<file path="config.mk">
export PLATFORM = sky130hd
export DESIGN_NAME = hex7seg_scan
export DESIGN_NICKNAME = d
export VERILOG_FILES = /design/src/rtl/hex7seg_scan.sv
export SDC_FILE = /design/constraint.sdc
export NUM_CORES = 1
export LEC_CHECK = 0
export ABC_AREA = 1
export CORE_ASPECT_RATIO = 1.2
export CORE_MARGIN = 5
export CORE_UTILIZATION = 51
export CTS_BUF_LIST = sky130_fd_sc_hd__clkbuf_8
export DETAILED_ROUTE_END_ITERATION = 7
export PLACE_DENSITY = 0.79
export SLEW_MARGIN = 5
export SYNTH_ARGS = -nofsm -noshare
export SYNTH_HDL_FRONTEND = slang
export SYNTH_SLANG_ARGS = --single-unit
</file>
<file path="constraint.sdc">
create_clock -name clk -period 1.9 [get_ports clk]
set_input_delay 0.285 -clock clk [delete_from_list [all_inputs] [get_ports clk]]
set_output_delay 0.285 -clock clk [all_outputs]
set_load 0.03 [all_outputs]
</file>
<file path="src/rtl/hex7seg_scan.sv">
// hex7seg_scan: time-multiplexed hexadecimal driver for common-segment
// 7-segment displays. Latches DIGITS nibbles plus a per-digit blank mask on
// a load strobe and scans them one digit per DIV-cycle slot. Each slot opens
// with one dead cycle to stop ghosting. Segments are active-low and digit
// enables are active-high one-hot.
//
// Build option: define HEX7SEG_LZ_BLANK_EN to darken leading zero digits.
// Digit 0 is never suppressed. Without the macro, no suppression logic
// exists and only the blank mask darkens digits.
module hex7seg_scan #(
    parameter int DIGITS = 4,
    parameter int DIV    = 4096
) (
    input  logic                clk,
    input  logic                rst_n,
    input  logic                load,
    input  logic [4*DIGITS-1:0] value,
    input  logic [DIGITS-1:0]   blank_mask,
    output logic [0:6]          seg,
    output logic [DIGITS-1:0]   dig_en,
    output logic                frame
);

    localparam int CNT_W = (DIV > 1) ? $clog2(DIV) : 1;
    localparam int IDX_W = (DIGITS > 1) ? $clog2(DIGITS) : 1;
    localparam logic [CNT_W-1:0] CNT_LAST = CNT_W'(DIV - 1);
    localparam logic [IDX_W-1:0] IDX_LAST = IDX_W'(DIGITS - 1);
    localparam logic [6:0]       SEG_OFF  = 7'h7F;

    // Hex nibble to active-low pattern, bit 6 = segment a ... bit 0 = g.
    function automatic logic [6:0] hex_to_seg(input logic [3:0] nib);
        logic [6:0] p;
        case (nib)
            4'h0: p = 7'h01;
            4'h1: p = 7'h4F;
            4'h2: p = 7'h12;
            4'h3: p = 7'h06;
            4'h4: p = 7'h4C;
            4'h5: p = 7'h24;
            4'h6: p = 7'h20;
            4'h7: p = 7'h0F;
            4'h8: p = 7'h00;
            4'h9: p = 7'h04;
            4'hA: p = 7'h08;
            4'hB: p = 7'h60;
            4'hC: p = 7'h31;
            4'hD: p = 7'h42;
            4'hE: p = 7'h30;
            default: p = 7'h38;
        endcase
        return p;
    endfunction

    logic [4*DIGITS-1:0] shadow_val_q, shadow_val_d;
    logic [DIGITS-1:0]   shadow_blank_q, shadow_blank_d;
    logic [CNT_W-1:0]    cnt_q, cnt_d;
    logic [IDX_W-1:0]    idx_q, idx_d;
    logic                seen_wrap_q, seen_wrap_d;
    logic [6:0]          seg_q, seg_d;
    logic [DIGITS-1:0]   dig_en_q, dig_en_d;
    logic                frame_q, frame_d;

    logic [DIGITS-1:0]   dark_vec;
    logic [3:0]          cur_nib;
    logic                cur_dark;
    logic                cnt_wrap;
    logic                idx_last;

`ifdef HEX7SEG_LZ_BLANK_EN
    logic [DIGITS-1:0]   lz_vec;

    // Leading-zero mask: a digit is suppressed while it and every digit above it are zero.
    always_comb begin
        logic zero_above;
        zero_above = 1'b1;
        lz_vec     = '0;
        for (int i = DIGITS - 1; i >= 1; i--) begin
            zero_above = zero_above & (shadow_val_q[4*i +: 4] == 4'h0);
            lz_vec[i]  = zero_above;
        end
    end

    assign dark_vec = shadow_blank_q | lz_vec;
`else
    assign dark_vec = shadow_blank_q;
`endif

    // Select the nibble and darkness of the digit currently being scanned.
    always_comb begin
        cur_nib  = 4'h0;
        cur_dark = 1'b0;
        for (int i = 0; i < DIGITS; i++) begin
            if (idx_q == IDX_W'(i)) begin
                cur_nib  = shadow_val_q[4*i +: 4];
                cur_dark = dark_vec[i];
            end
        end
    end

    assign cnt_wrap = (cnt_q == CNT_LAST);
    assign idx_last = (idx_q == IDX_LAST);

    // Next state: shadow capture, slot counter, digit index and frame qualifier.
    always_comb begin
        shadow_val_d   = shadow_val_q;
        shadow_blank_d = shadow_blank_q;
        if (load) begin
            shadow_val_d   = value;
            shadow_blank_d = blank_mask;
        end
        cnt_d       = cnt_wrap ? '0 : cnt_q + 1'b1;
        idx_d       = idx_q;
        if (cnt_wrap) begin
            idx_d = idx_last ? '0 : idx_q + 1'b1;
        end
        // The first frame after reset has no preceding wrap, so it gets no pulse.
        seen_wrap_d = seen_wrap_q | (cnt_wrap & idx_last);
    end

    // Output decode from the current slot: the cnt==0 cycle is dead, the rest lit unless dark.
    always_comb begin
        seg_d    = SEG_OFF;
        dig_en_d = '0;
        if ((cnt_q != '0) && !cur_dark) begin
            seg_d    = hex_to_seg(cur_nib);
            dig_en_d = DIGITS'(1) << idx_q;
        end
        frame_d = (cnt_q == '0) && (idx_q == '0) && seen_wrap_q;
    end

    // State and registered outputs; reset darkens the display immediately.
    always_ff @(posedge clk or negedge rst_n) begin
        if (!rst_n) begin
            shadow_val_q   <= '0;
            shadow_blank_q <= '0;
            cnt_q          <= '0;
            idx_q          <= '0;
            seen_wrap_q    <= 1'b0;
            seg_q          <= SEG_OFF;
            dig_en_q       <= '0;
            frame_q        <= 1'b0;
        end else begin
            shadow_val_q   <= shadow_val_d;
            shadow_blank_q <= shadow_blank_d;
            cnt_q          <= cnt_d;
            idx_q          <= idx_d;
            seen_wrap_q    <= seen_wrap_d;
            seg_q          <= seg_d;
            dig_en_q       <= dig_en_d;
            frame_q        <= frame_d;
        end
    end

    assign seg    = seg_q;
    assign dig_en = dig_en_q;
    assign frame  = frame_q;

endmodule

</file>
Yosys cells after proc, flatten, opt, wreduce, memory -nomap -nowiden
Memory sizes are Yosys's and may differ from the RTL's.
Index checks and enable logic that the tools add are counted.
{"block": "classes", "n_bitwise": 2, "reduce_logical": 7, "n_shift": 1, "magnitude_cmp": 0, "mux": 12, "mul": 0, "div": 0, "eq_ne": 4, "addsub": 2}
{"op": "$mux 4", "count": 5}
{"op": "$add 12x1->12 const B", "count": 1}
{"op": "$eq 12x12->1 const B", "count": 1}
{"op": "$logic_not 12->1", "count": 1}
{"op": "$mux 12", "count": 1}
{"op": "$reduce_bool 12->1", "count": 1}
{"op": "$mux 7", "count": 1}
{"op": "$eq 2x2->1 const B", "count": 2}
{"op": "$mux 1", "count": 4}
{"op": "$shl 1x2->4 const A", "count": 1}
{"op": "$logic_and 1x1->1", "count": 3}
{"op": "$add 2x1->2 const B", "count": 1}
{"op": "$eq 2x1->1 const B", "count": 1}
{"op": "$logic_not 2->1", "count": 1}
{"op": "$mux 2", "count": 1}
{"op": "$and 1x1->1", "count": 1}
{"op": "$logic_not 1->1", "count": 1}
{"op": "$or 1x1->1", "count": 1}
{"block": "word_totals", "out_inout_bits": 12, "ramBits": 0, "latchBits": 0, "word_cells": 37, "reg_bits": 47, "rom_bits": 112, "n_memories": 1}
{"name": "(name not given)", "words": 16, "width": 7, "rd": 1, "rd_ports_with_merged_regs": 0, "write_ports": 0, "line": "33", "rtl": "case (nib)"}

Longest topological paths before layout
{"block": "logic_depth", "depth_word": 8, "depth_mapped": 13, "mapped_depth_nobuf": 13}

Worst setup path before layout
OpenSTA, ideal clock, no wires.
{"block": "synth_path", "kind": "register to register", "from": "reg idx_q[0]", "to": "reg seg_q[6] (netlist: seg[0])", "required_ns": 1.815, "period_less_slack_ns": 1.820, "setup_ns": 0.085, "stages_incl_launch_ff": 13, "arrival_time_ns": 1.736, "slack_ns": 0.080, "cell_sequence": "dfrtp_1 -> inv_1 -> ha_1 -> inv_2 -> nand3_1 -> nand2_1 -> nand2_1 -> inv_1 -> ha_1 -> inv_1 -> nand3_1 -> nand3_1 -> nand3_1"}
{"block": "synth_between", "elab_chain_len": 8}
{"element": "start: declaration", "line": "57", "rtl": "logic [IDX_W-1:0] idx_q, idx_d;"}
{"element": "start signal: assignment", "line": "146", "rtl": "idx_q <= idx_d;"}
{"element": "branches (longest 7 deep; another with $mem_v2 16x7)"}
{"element": "$mux 7 (*)", "line": "124", "rtl": "if ((cnt_q != '0) && !cur_dark) begin"}
{"element": "via seg_d[6]", "line": "59", "rtl": "logic [6:0] seg_q, seg_d;"}
{"element": "end signal: assignment", "line": "148", "rtl": "seg_q <= seg_d;"}
{"element": "end: declaration", "line": "59"}
Mark *: on every way through the listed nets, which the timed path passes.
A chain may end at the register's enable or synchronous reset.

Worst setup path after layout
{"block": "layout_path", "from": "reg idx_q[0]", "to": "reg seg_q[0] (netlist: seg[6])"}
The elaborated chain is that of the path after synthesis.

==> summary.txt <==
Outcome
  • Outcome: finished clean

GRT
  • First-pass GRT wire length: 8780 um
  • Total track usage: about 18%
  • Number of global-route vias before repair: between 2000 and 2500
  • Largest net degree at the start of global routing: 48
  • Global route overflow: 0
  • Initial antenna violation count: 0

Floorplanning
  • Ports: 35
  • DIE AREA: 6220 um2
  • Die H: about 85 um
  • Rows: 27
  • Core Area: between 4000 and 5000 um2
  • Die Wd: approximately 73 um
  • Initial Util: ~53%

Yosys
  • Cell Area, Synth: roughly 2400 um2
  • Unique cell type count in the Yosys netlist: 30
  • Synth top area cells: dfrtp_1, nand2_1, dfstp_2
  • Largest family of logic cells by synthesized area: simple AND/OR/NAND/NOR gates
  • Mapped Nets: between 300 and 400
  • Synthesized area per cell: 9.08 um2
  • Simple-gate portion of the synthesized area: between 20% and 30%
  • Mapped Cells: approximately 270
  • Post-Synth Adder-Cell Area: 6.22%
  • Fraction of synthesized cell area in xor and xnor cells: between 1.5 and 2%
  • Ys Warns: 0
  • Yosys top cell area share: 41.5%
  • Synth Area in Compound Gates: under 10%
  • Register area share after synthesis: a little under 50%
  • Synthesized flop and latch total: 47
  • Post-synthesis mux area share: under 10%
  • Dominant cell type by area after synthesis: dfrtp_1

Critical path
  • CP dominant cell by count: nand2_1
  • WP data arrival: about 2.0 ns
  • Crit path cell chain: inv_4 > ha_4 > nand2_1 > nand2_1 > nand3_1 > nand2_1 > nand2_2 > buf_4 > ha_1 > nand3_2 > nor2_1 > nor2_1 > nand2_1
  • Crit Path Class: reg2reg
  • Nature of the critical path endpoint: register
  • WP data required: approximately 2.1 ns
  • Slowest CP cell: dfrtp_2
  • Crit start category: register
  • Delay of the slowest critical-path stage: 0.48 ns
  • Maximum fanout along the worst path: 4

Timing
  • Clk_skew: about 0.0064 ns
  • Slew Viols, Final: 0
  • RSZ-0062 raised after global routing: yes
  • Max Freq: ~560 MHz
  • Final number of setup-violating endpoints: 0
  • Slew HR: 76.7%
  • Final Hold Viols: 0
  • Final period util: ~94%
  • Setup TNS Final: 0 ns
  • Crit path time final: 1.80 ns
  • Slew @ Worst Pin: around 0.35 ns

CTS
  • H-tree levels: 2
  • Clk_lat worst skew: approximately 0.30 ns
  • Root Driver: clkbuf_8
  • Sink Count: 47
  • CTS tree: done
  • Reg clk slew, reported paths: about 0.080 ns
  • Clk buf depth: 2
  • Number of CTS-inserted buffers: 5

Flow run
  • Max Cap Viol: 0

Cells and area
  • Area occupied by multi-input gates: about 1100 um2
  • FILL cells: ~360
  • Layout cells sized above 1: 25.5%
  • P&R area growth vs syn: 28.8%
  • FF/Latch Area: approximately 1200 um2
  • Nets: around 350
  • N_diodes: 0
  • Layout Cells excl Fill: 376

Route
  • Final ANT Viol Nets: 0
  • Drt total wl: roughly 5000 um
  • Detailed Route Iter0 Violations: between 150 and 200
  • Max Used Layer: met4
  • DR vias/cell: 5.09
  • Met2 routed WL: ~2700 um
  • # DRC: 0
  • Met3 routed WL: ~220 um
  • TritonRoute pass-1 iters: 4
  • Routed met1 length: around 2000 um
  • DR vias: between 1500 and 2000
  • Wire per inst: approximately 13 um

Pwr
  • Pwr Total: roughly 0.0022 W
  • Maximum vdd drop: between 0.4 and 0.5 mV
  • Pwr/cell area: around 710 nW/um2
  • Pleak: roughly 1.5 nW

Placed design
  • Final GP Congestion: between 0.9 and 1
  • Hpwl dp: 3640 um
  • Number of port buffers: 34
  • Inst Count DP: approximately 370

Hold path
  • Hold Crit Class: reg2reg
worst max-delay path, delay by kind of cell, from the launching register on:
kind                       cells  cell delay (ns)
and+or+nand+nor                9             0.63
DFF                            1             0.48
buffers and inverters          2             0.26
adders and majority gates      2             0.37
metal layers:
| layer | vias to the layer above | GRT usage [%] |
|---|---|---|
| li1 | 945 | - |
| met1 | 913 | 20.4 |
| met2 | 45 | 31.8 |
| met3 | 9 | 3.91 |
| met4 | 0 | 7.72 |
| met5 | - | 0 |
logic make-up (layout without fill, tap and decap cells):
kind of cell	count (synthesis)	after routing
xor gates and xnor gates	5	5
buffers and inverters	46	98
AOI/OAI and AO/OA	25	25
adders and majority gates	12	12
and+or+nand+nor	118	118
muxes	13	13
DFF	47	47
cell type report:
cell class	count	area share (%)
Sequential cell	47	38.2
Multi-Input combinational cell	173	36.0
Timing Repair Buffer	48	14.6
Inverter	42	5.39
Tap cell	58	2.33
Clock buffer	5	2.21
Clock inverter	3	1.21
where the power goes:
part           switching [W]  internal (W)  total [W]  leakage, nW
Sequential         0.0000301       0.00108    0.00111        0.570
Clock               0.000319      0.000383   0.000702       0.0607
Combinational       0.000220      0.000178   0.000398        0.834
repair_timing:
action | in CTS | in global routing
pin swaps | 0 | 3
endpoints found under the hold margin | 40 | 0
buffers inserted | 0 | 2
hold buffers | 1 | 0
gates resized for setup | 4 | 21
setup endpoints to repair | 3 | 7
synthesized netlist by cell type, drive strengths merged:
| master | instances |
|---|---|
| nand3b | 1 |
| o21ai | 16 |
| dfstp | 7 |
| xor2 | 5 |
| nand4 | 2 |
| dfrtp | 40 |
| mux2 | 13 |
| clkinv | 1 |
| nand2 | 62 |
| o21bai | 1 |
| clkbuf | 1 |
| inv | 41 |
| nor3 | 7 |
| ha | 12 |
| o211ai | 1 |
| nand3 | 25 |
| buf | 3 |
| nor2 | 21 |
| a21oi | 7 |
worst paths after layout:
check / startpoint / endpoint / slack (ns) / cells after the start
worst max-delay path: idx_q[0] / seg[6] / 0.10 / 13
worst min-delay path: seen_wrap_q / seen_wrap_q / 0.47 / 2
worst max register to register: idx_q[0] / seg[6] / 0.10 / 13
worst min register to register: seen_wrap_q / seen_wrap_q / 0.47 / 2
max in group asynchronous: rst_n / seg[6] / 1.12 / 3
min in group asynchronous: rst_n / shadow_val_q[7] / 0.50 / 3
state kept, by name, summed over array words and instances (netlist names):
register / flops
shadow_val_q: 16
cnt_q: 12
seg: 7
dark_vec: 4
dig_en: 4
idx_q: 2
frame: 1
seen_wrap_q: 1
through the flow:
stage | hold slack [ns] | setup slack (ns) | utilization, % | cell area (um2)
floorplan | -0.0106 | 0.0798 | - | 2410
finish | 0.465 | 0.105 | 67.7 | 3110
CTS | 0.466 | 0.00938 | 65.8 | 3020
global route | 0.500 | -0.0459 | 67.7 | 3110
global placement | 0.282 | 0.0646 | 63.0 | 2890
detailed placement | 0.285 | -0.0115 | 63.0 | 2890
placed cells by master (no fill, tap or decap), drive strengths merged:
cell type | Yosys | layout
clkdlybuf4s50 | 0 | 33
nand3 | 25 | 25
ha | 12 | 12
nor3 | 7 | 7
nand2 | 62 | 62
a21oi | 7 | 7
o211ai | 1 | 1
xor2 | 5 | 5
mux2 | 13 | 13
clkinv | 1 | 1
dfrtp | 40 | 40
dfstp | 7 | 7
nor2 | 21 | 21
dlygate4sd3 | 0 | 1
bufinv | 0 | 1
buf | 3 | 14
nand3b | 1 | 1
o21ai | 16 | 16
clkbuf | 1 | 5
nand4 | 2 | 2
inv | 41 | 43
o21bai | 1 | 1
No activity file was read; power rests on OpenSTA's default activity.
